`src/rtl/wb_arbiter.sv`:
```
// ---------------------------------------------------------------------------
// wb_arbiter
//   Writeback arbiter driving the single write port of reg_file.
//   The ALU path is single-cycle and never stalls; it always wins the port.
//   Long-latency (LU) results are queued in a DEPTH-entry FIFO and drain in
//   cycles where the ALU has no real write. A queued LU result whose
//   destination has since been written by a younger ALU result is squashed
//   (popped without a write) to keep write-after-write order.
//
// Ports
//   clk, rst_n              clock, asynchronous active-low reset
//   alu_valid/rd/data       ALU result (rd==0 means no request)
//   lu_valid/rd/data        LU result offer; lu_ready is the registered !full
//   write_reg/data/enable   registered outputs to reg_file
//   lu_count                FIFO occupancy
// ---------------------------------------------------------------------------
module wb_arbiter #(
  parameter int DATA_W = 32,
  parameter int ADDR_W = 5,
  parameter int DEPTH  = 2
) (
  input  logic                     clk,
  input  logic                     rst_n,
  input  logic                     alu_valid,
  input  logic [ADDR_W-1:0]        alu_rd,
  input  logic [DATA_W-1:0]        alu_data,
  input  logic                     lu_valid,
  output logic                     lu_ready,
  input  logic [ADDR_W-1:0]        lu_rd,
  input  logic [DATA_W-1:0]        lu_data,
  output logic [ADDR_W-1:0]        write_reg,
  output logic [DATA_W-1:0]        write_data,
  output logic                     write_reg_enable,
  output logic [$clog2(DEPTH):0]   lu_count
);

  localparam int PTR_W = $clog2(DEPTH);
  localparam int CNT_W = PTR_W + 1;

  // FIFO storage and bookkeeping
  logic [ADDR_W-1:0] rd_mem_q   [DEPTH];
  logic [ADDR_W-1:0] rd_mem_d   [DEPTH];
  logic [DATA_W-1:0] data_mem_q [DEPTH];
  logic [DATA_W-1:0] data_mem_d [DEPTH];
  logic [DEPTH-1:0]  kill_q, kill_d;
  logic [PTR_W-1:0]  wr_ptr_q, wr_ptr_d;
  logic [PTR_W-1:0]  rd_ptr_q, rd_ptr_d;
  logic [CNT_W-1:0]  count_q, count_d;
  logic              lu_ready_q, lu_ready_d;

  // Output registers
  logic [ADDR_W-1:0] write_reg_q, write_reg_d;
  logic [DATA_W-1:0] write_data_q, write_data_d;
  logic              write_en_q, write_en_d;

  // Per-cycle decisions
  logic alu_sel_s;
  logic empty_s;
  logic push_s;
  logic pop_s;

  // Select the writer for this cycle and decide push/pop.
  always_comb begin
    alu_sel_s = alu_valid && (alu_rd != {ADDR_W{1'b0}});
    empty_s   = (count_q == {CNT_W{1'b0}});
    // lu_ready_q already guarantees room, so a push never needs the pop.
    push_s    = lu_valid && lu_ready_q && (lu_rd != {ADDR_W{1'b0}});
    pop_s     = !alu_sel_s && !empty_s;
  end

  // Next-state for FIFO contents, kill bits, pointers, occupancy.
  always_comb begin
    rd_mem_d   = rd_mem_q;
    data_mem_d = data_mem_q;
    kill_d     = kill_q;
    wr_ptr_d   = wr_ptr_q;
    rd_ptr_d   = rd_ptr_q;
    count_d    = count_q;

    // Younger ALU write to rd X kills every older queued entry targeting X.
    // Free slots may get marked too; a push always clears the bit again.
    if (alu_sel_s) begin
      for (int i = 0; i < DEPTH; i++) begin
        kill_d[i] = kill_q[i] | (rd_mem_q[i] == alu_rd);
      end
    end else begin
      kill_d = kill_q;
    end

    // Same-cycle push is younger than the ALU write, so it lands un-killed.
    if (push_s) begin
      rd_mem_d[wr_ptr_q]   = lu_rd;
      data_mem_d[wr_ptr_q] = lu_data;
      kill_d[wr_ptr_q]     = 1'b0;
      wr_ptr_d             = wr_ptr_q + {{(PTR_W-1){1'b0}}, 1'b1};
    end else begin
      wr_ptr_d = wr_ptr_q;
    end

    if (pop_s) begin
      rd_ptr_d = rd_ptr_q + {{(PTR_W-1){1'b0}}, 1'b1};
    end else begin
      rd_ptr_d = rd_ptr_q;
    end

    case ({push_s, pop_s})
      2'b10:   count_d = count_q + {{(CNT_W-1){1'b0}}, 1'b1};
      2'b01:   count_d = count_q - {{(CNT_W-1){1'b0}}, 1'b1};
      default: count_d = count_q;
    endcase

    lu_ready_d = (count_d != CNT_W'(DEPTH));
  end

  // Next-state for the registered reg_file write port.
  always_comb begin
    write_reg_d  = write_reg_q;
    write_data_d = write_data_q;
    write_en_d   = 1'b0;
    if (alu_sel_s) begin
      write_en_d   = 1'b1;
      write_reg_d  = alu_rd;
      write_data_d = alu_data;
    end else if (pop_s) begin
      // A killed head is retired silently; address/data simply hold.
      if (!kill_q[rd_ptr_q]) begin
        write_en_d   = 1'b1;
        write_reg_d  = rd_mem_q[rd_ptr_q];
        write_data_d = data_mem_q[rd_ptr_q];
      end else begin
        write_en_d = 1'b0;
      end
    end else begin
      write_en_d = 1'b0;
    end
  end

  // State and output registers; reset discards every queued result.
  always_ff @(posedge clk or negedge rst_n) begin
    if (!rst_n) begin
      for (int i = 0; i < DEPTH; i++) begin
        rd_mem_q[i]   <= {ADDR_W{1'b0}};
        data_mem_q[i] <= {DATA_W{1'b0}};
      end
      kill_q       <= {DEPTH{1'b0}};
      wr_ptr_q     <= {PTR_W{1'b0}};
      rd_ptr_q     <= {PTR_W{1'b0}};
      count_q      <= {CNT_W{1'b0}};
      lu_ready_q   <= 1'b0;
      write_reg_q  <= {ADDR_W{1'b0}};
      write_data_q <= {DATA_W{1'b0}};
      write_en_q   <= 1'b0;
    end else begin
      rd_mem_q     <= rd_mem_d;
      data_mem_q   <= data_mem_d;
      kill_q       <= kill_d;
      wr_ptr_q     <= wr_ptr_d;
      rd_ptr_q     <= rd_ptr_d;
      count_q      <= count_d;
      lu_ready_q   <= lu_ready_d;
      write_reg_q  <= write_reg_d;
      write_data_q <= write_data_d;
      write_en_q   <= write_en_d;
    end
  end

  assign lu_ready         = lu_ready_q;
  assign lu_count         = count_q;
  assign write_reg        = write_reg_q;
  assign write_data       = write_data_q;
  assign write_reg_enable = write_en_q;

endmodule

```
`config.mk`:
```
export PLATFORM = sky130hd
export DESIGN_NAME = wb_arbiter
export DESIGN_NICKNAME = d
export VERILOG_FILES = /design/src/rtl/wb_arbiter.sv
export SDC_FILE = /design/constraint.sdc
export NUM_CORES = 1
export LEC_CHECK = 0
export ABC_AREA = 1
export CAP_MARGIN = 20
export CORE_UTILIZATION = 40
export CTS_CLUSTER_SIZE = 8
export DETAILED_ROUTE_END_ITERATION = 8
export DONT_BUFFER_PORTS = 1
export GPL_TIMING_DRIVEN = 0
export PLACE_DENSITY = 0.64
export SETUP_SLACK_MARGIN = 0.3
export SYNTH_ARGS = -nofsm -noshare
export SYNTH_HDL_FRONTEND = slang
export SYNTH_SLANG_ARGS = --single-unit
export TNS_END_PERCENT = 5
```
`constraint.sdc`:
```
create_clock -name clk -period 1.9 [get_ports clk]
set_input_delay 0.285 -clock clk [delete_from_list [all_inputs] [get_ports clk]]
set_output_delay 0.285 -clock clk [all_outputs]
set_load 0.005 [all_outputs]
```
# Yosys cells after proc, flatten, opt, wreduce, memory -nomap -nowiden
# Index checks and enable logic that the tools add are counted.
# totals
output_inout_bits	41
reg_bits	119
input_bits	78
# classes
muxes	28
n_addsub	4
n_bitwise	6
order_cmp	6
n_reduce_logical	13
eq_ne	6
# op_table
op	n
32-bit two-way mux	7
64-bit bitwise mux	1
5-bit two-way mux	7
32-bit demux with 1-bit select	1
10-bit bitwise mux	1
5-bit equality test	2
5-bit nonzero test	2
1-bit logical AND	6
1-bit two-way mux	6
5-bit demux with 1-bit select	1
2-bit greater-or-equal comparator (second input constant)	2
1-bit by 2-bit < comparator with 1-bit output (second input constant)	2
2-bit two-way mux	2
2-bit inequality test (second input constant)	2
1-bit NOT with 2-bit output	2
2-bit one-hot mux with 2 select lines	1
1-bit adder (second input constant)	2
2-bit by 1-bit adder with 2-bit output (second input constant)	1
2-bit AND	1
2-bit by 1-bit equality test with 1-bit output (second input constant)	1
2-bit equality test (second input constant)	1
1-bit zero test	2
2-bit zero test	1
2-bit by 1-bit < comparator with 1-bit output (second input constant)	1
7 further kinds	8

# Logic depth before layout (Yosys ltp)
# depth
ltp_word	7
depth_mapped	11

# Least setup slack after synthesis
# Ideal clock, no wire load.
# synth_timing
kind	in2reg
startpoint	input port alu_rd[4]
endpoint	register lu_ready_q, in the netlist lu_ready
n_path_buf	1
arrival_time_ns	1.544
stages	11
setup_ns	0.131
slack_ns	0.225
path_cell_list	nor2_1 -> nand3_1 -> nand2_2 -> buf_2 -> nand2_1 -> inv_1 -> ha_1 -> a21oi_1 -> o21ai_0 -> xnor2_1 -> nand3_1
# synth_via
elab_chain_len	7
word_cells_on_any_way	8
# synth_rtl
item	line_no	source
start: declaration	25	input logic [ADDR_W-1:0] alu_rd,
5-bit nonzero test *	64	alu_sel_s = alu_valid && (alu_rd != {ADDR_W{1'b0}});
1-bit logical AND *	64	
1-bit zero test *	68	pop_s = !alu_sel_s && !empty_s;
1-bit logical AND *	68	
via pop_s	60	logic pop_s;
2-bit by 1-bit equality test with 1-bit output or 2-bit equality test (tied branches)	106	case ({push_s, pop_s})
2-bit one-hot mux with 2 select lines *	106	
via count_d[1]	48	logic [CNT_W-1:0] count_q, count_d;
2-bit inequality test *	112	lu_ready_d = (count_d != CNT_W'(DEPTH));
via lu_ready_d	49	logic lu_ready_q, lu_ready_d;
end signal: assignment	160	lu_ready_q <= lu_ready_d;
end: declaration	49	
# The timed path passes the listed nets; every way through them passes the cells marked *.
# A chain may end at the register's enable or synchronous reset.

# Worst setup path after layout
# layout_timing
startpoint	register count_q[0], in the netlist lu_count[0]
endpoint	register lu_ready_q, in the netlist lu_ready
# layout_via
elab_chain_len	6
word_cells_on_any_way	9
# layout_rtl
item	line_no	source
start: declaration	48	
start signal: assignment	148	count_q <= {CNT_W{1'b0}};
start signal: assignment	159	count_q <= count_d;
2-bit zero test *	65	empty_s = (count_q == {CNT_W{1'b0}});
1-bit zero test *	68	
1-bit logical AND *	68	
via pop_s	60	
2-bit by 1-bit equality test with 1-bit output or 2-bit equality test (tied branches)	106	
2-bit one-hot mux with 2 select lines *	106	
via count_d[1]	48	
2-bit inequality test *	112	
via lu_ready_d	49	
# Marked as above.

==> flow_metrics.env <==
export IMPL_status="complete, but fails checks"
export IMPL_violations="hold timing"
export IMPL_layout_setup_ws_ps=310
export IMPL_synth_area_leaders="dfrtp_1 55%, nand2_1 19%, nand3_1 7.4%, o21ai_0 5.1%, inv_1 3.6%"
export IMPL_vias=4601
export IMPL_core_sq_um=13200
export IMPL_finClkSkew_ps=6.56
export IMPL_syn_inst=674
export IMPL_finalCriticalPeriod_ps=1590
export IMPL_mostFrequentLayoutCells="278 x nand2_1, 117 x dfrtp_1, 80 x nand3_1"
export IMPL_drt_first_pass_iters=7
export IMPL_overflow=0
export IMPL_endpoint="lu_ready$_DFF_PN0_"
export IMPL_holdWs_ps=-428
export IMPL_r2r_cells=9
export IMPL_clk_path_buf_depth=2
export IMPL_io_buffers=0
export IMPL_grt_pass1_vias=4618
export IMPL_endpoint_kind="flip-flop"
export IMPL_syn_area_sq_um=5410
export IMPL_synth_avg_cell_area_sq_um=8.03
export IMPL_die_area_sq_um=14000
export IMPL_ys_seq_area_share_pct=55.0
export IMPL_drive_above_1_share_pct=9.89
export IMPL_grt_setup_unrepaired="true"
export IMPL_fmax_ghz=0.629
export IMPL_cts_sinks=119
export IMPL_tns_ps=0
export IMPL_cts_root_buf="clkbuf_16"
export IMPL_ioPinCount=119
export IMPL_placedCellCount=850
export IMPL_routabilityCongestion=0.793
export IMPL_slew_violations=0
export IMPL_synth_distinct_cells=20
export IMPL_fill_cells=1259
export IMPL_largest_reg_flops=64
export IMPL_syn_nets=753
export IMPL_layout_commonest_cell="nand2_1"
export IMPL_grt_antenna_before_repair=0
export IMPL_grt_start_max_net_pins=120
export IMPL_start_kind="flip-flop"
export IMPL_cts_hold_buf=41
export IMPL_fin_crit_sh_pct=83.7
export IMPL_detailed_place_hpwl_microns=9370
export IMPL_wl_per_cell_microns=15.2
export IMPL_grt_use_total_pct=21.5
export IMPL_tightest_slew_ps=532
export IMPL_reg2reg_to="lu_ready$_DFF_PN0_"
export IMPL_routed_wl_microns=14000
export IMPL_area_growth_pct=24.0
export IMPL_tritoncts_num_buffers=17
export IMPL_vdd_drop_max_uv=704
export IMPL_fin_nets=814
export IMPL_report_final_setup_viol=0
export IMPL_cts_tree="built"
export IMPL_cp_arrival_ps=1880
export IMPL_grt_pass1_wl_microns=23100
export IMPL_cap_violations=0
export IMPL_final_util_pct=50.7
export IMPL_drt_initial_drc_count=395
export IMPL_hold_viol=119
export IMPL_crit_path_start="lu_count[0]$_DFF_PN0_"
export IMPL_synth_top_area_share_pct=55.0
export IMPL_regMostFlops="data_mem_q"
export IMPL_crit_fanout=6
export IMPL_fin_cells=924
export IMPL_clk_latency_ps=420
export IMPL_synth_warnings=0
export IMPL_ys_ff_latch=119
export IMPL_start_util_pct=40.9
export IMPL_die_h_microns=118
export IMPL_rows=42
export IMPL_synth_largest_area_cell="dfrtp_1"
export IMPL_h_tree_depth=4
export IMPL_worstSetupPathType="reg2reg"
export IMPL_relSlewSlack_pct=64.6
export IMPL_cts_clk_slew_worst_paths_ps=60
export IMPL_ant_nets=0
export IMPL_rr_startpoint="lu_count[0]$_DFF_PN0_"
export IMPL_r2r_slack_ps=310
export IMPL_pre_cts_ws_ps=99.2
export IMPL_dieWidth_microns=118
export IMPL_post_drt_via_cell_ratio=4.98
export IMPL_hp_class="in2async"
export IMPL_p_per_area_nw_per_um2=1700
export IMPL_drc=0
export IMPL_leakagePower_nw=3.37
export IMPL_diodes=0
export IMPL_critPathRequiredTime_ps=2190
## worst max-delay path, stage by stage, from the launching register on
cell and delay (ps):
dfrtp_2 460, nor2_4 110, inv_1 50, nand2_2 90
inv_2 50, ha_4 210, a21oi_2 90, o21ai_1 90
xnor2_1 200, nand3_1 100
## cells by family after synthesis
kind of cell	synth area share (%)
AO/OA/AOI/OAI	7.67
XOR/XNOR	0.971
adder cells (fa/ha/maj)	0.231
buffers and inverters	8.23
flip-flops	55.0
AND/OR/NAND/NOR	27.9
## cell usage after synthesis (all sizes together)
cell type    n
inv         54
clkbuf      11
dfrtp      119
buf         27
or2          1
xor2         3
o21ai       80
ha           1
xnor2        3
nand3       80
nor2        12
a21oi        3
nand2      280
## per-stage QoR
step | power (mW) | hold slack [ps] | cell area, sq um
final | 11.4 | -428 | 6710
after floorplan | 6.97 | -10.6 | 5420
after CTS | 11.5 | -458 | 6700
after detailed placement | 7.99 | -7.43 | 5640
after global placement | 7.85 | -6.66 | 5640
after global routing | 12.3 | -452 | 6710
## routing by layer
metal  vias up  routed length [microns]  GRT usage, %  share of wire [%]
li1       2247                        -             -                  -
met1      2214                     6330          27.8                 45
met2       123                     6760          34.8                 48
met3        17                      722          5.74                5.2
met4         0                      197          7.61                1.4
met5         -                        0             0                  0
## final cells by class
type                    count  area [sq um]  area share (%)
flip-flops and latches    119          2980            44.4
multi-input cells         463          2020            30.1
clock buffers              20           467            6.95
repair buffers             42           418            6.23
plain buffers              38           254            3.78
well taps                 176           220            3.28
inverters                  54           203            3.02
clock inverters            12           150            2.24
## how the worst min path moves through the flow
| stage | from | to | cells after the start |
|---|---|---|---|
| 2_1_floorplan | rst_n | data_mem_q[0]$_DFFE_PN0P_ | 0 |
| 5_1_grt | rst_n | data_mem_q[23]$_DFFE_PN0P_ | 0 |
| 6_report | rst_n | data_mem_q[50]$_DFFE_PN0P_ | 0 |
| 4_1_cts | rst_n | write_data[13]$_DFFE_PN0P_ | 0 |
| 3_5_place_dp | rst_n | write_data[17]$_DFFE_PN0P_ | 0 |
| 3_3_place_gp | rst_n | write_data[18]$_DFFE_PN0P_ | 0 |
## power by group
group / total (mW) / leakage [nW] / switching, mW / internal [mW]
clock: 3.30 / 0.298 / 1.14 / 2.16
combinational: 3.60 / 1.60 / 2.20 / 1.40
sequential: 4.51 / 1.47 / 0.776 / 3.73
total: 11.4 / 3.37 / 4.11 / 7.29
## what timing repair did
item,in CTS,in global routing
hold endpoints to repair,163,119
endpoints found under the setup margin,2,63
resized for setup,4,7
buffers inserted,1,0
pin swaps,2,3
(Power assumes the default switching activity.)
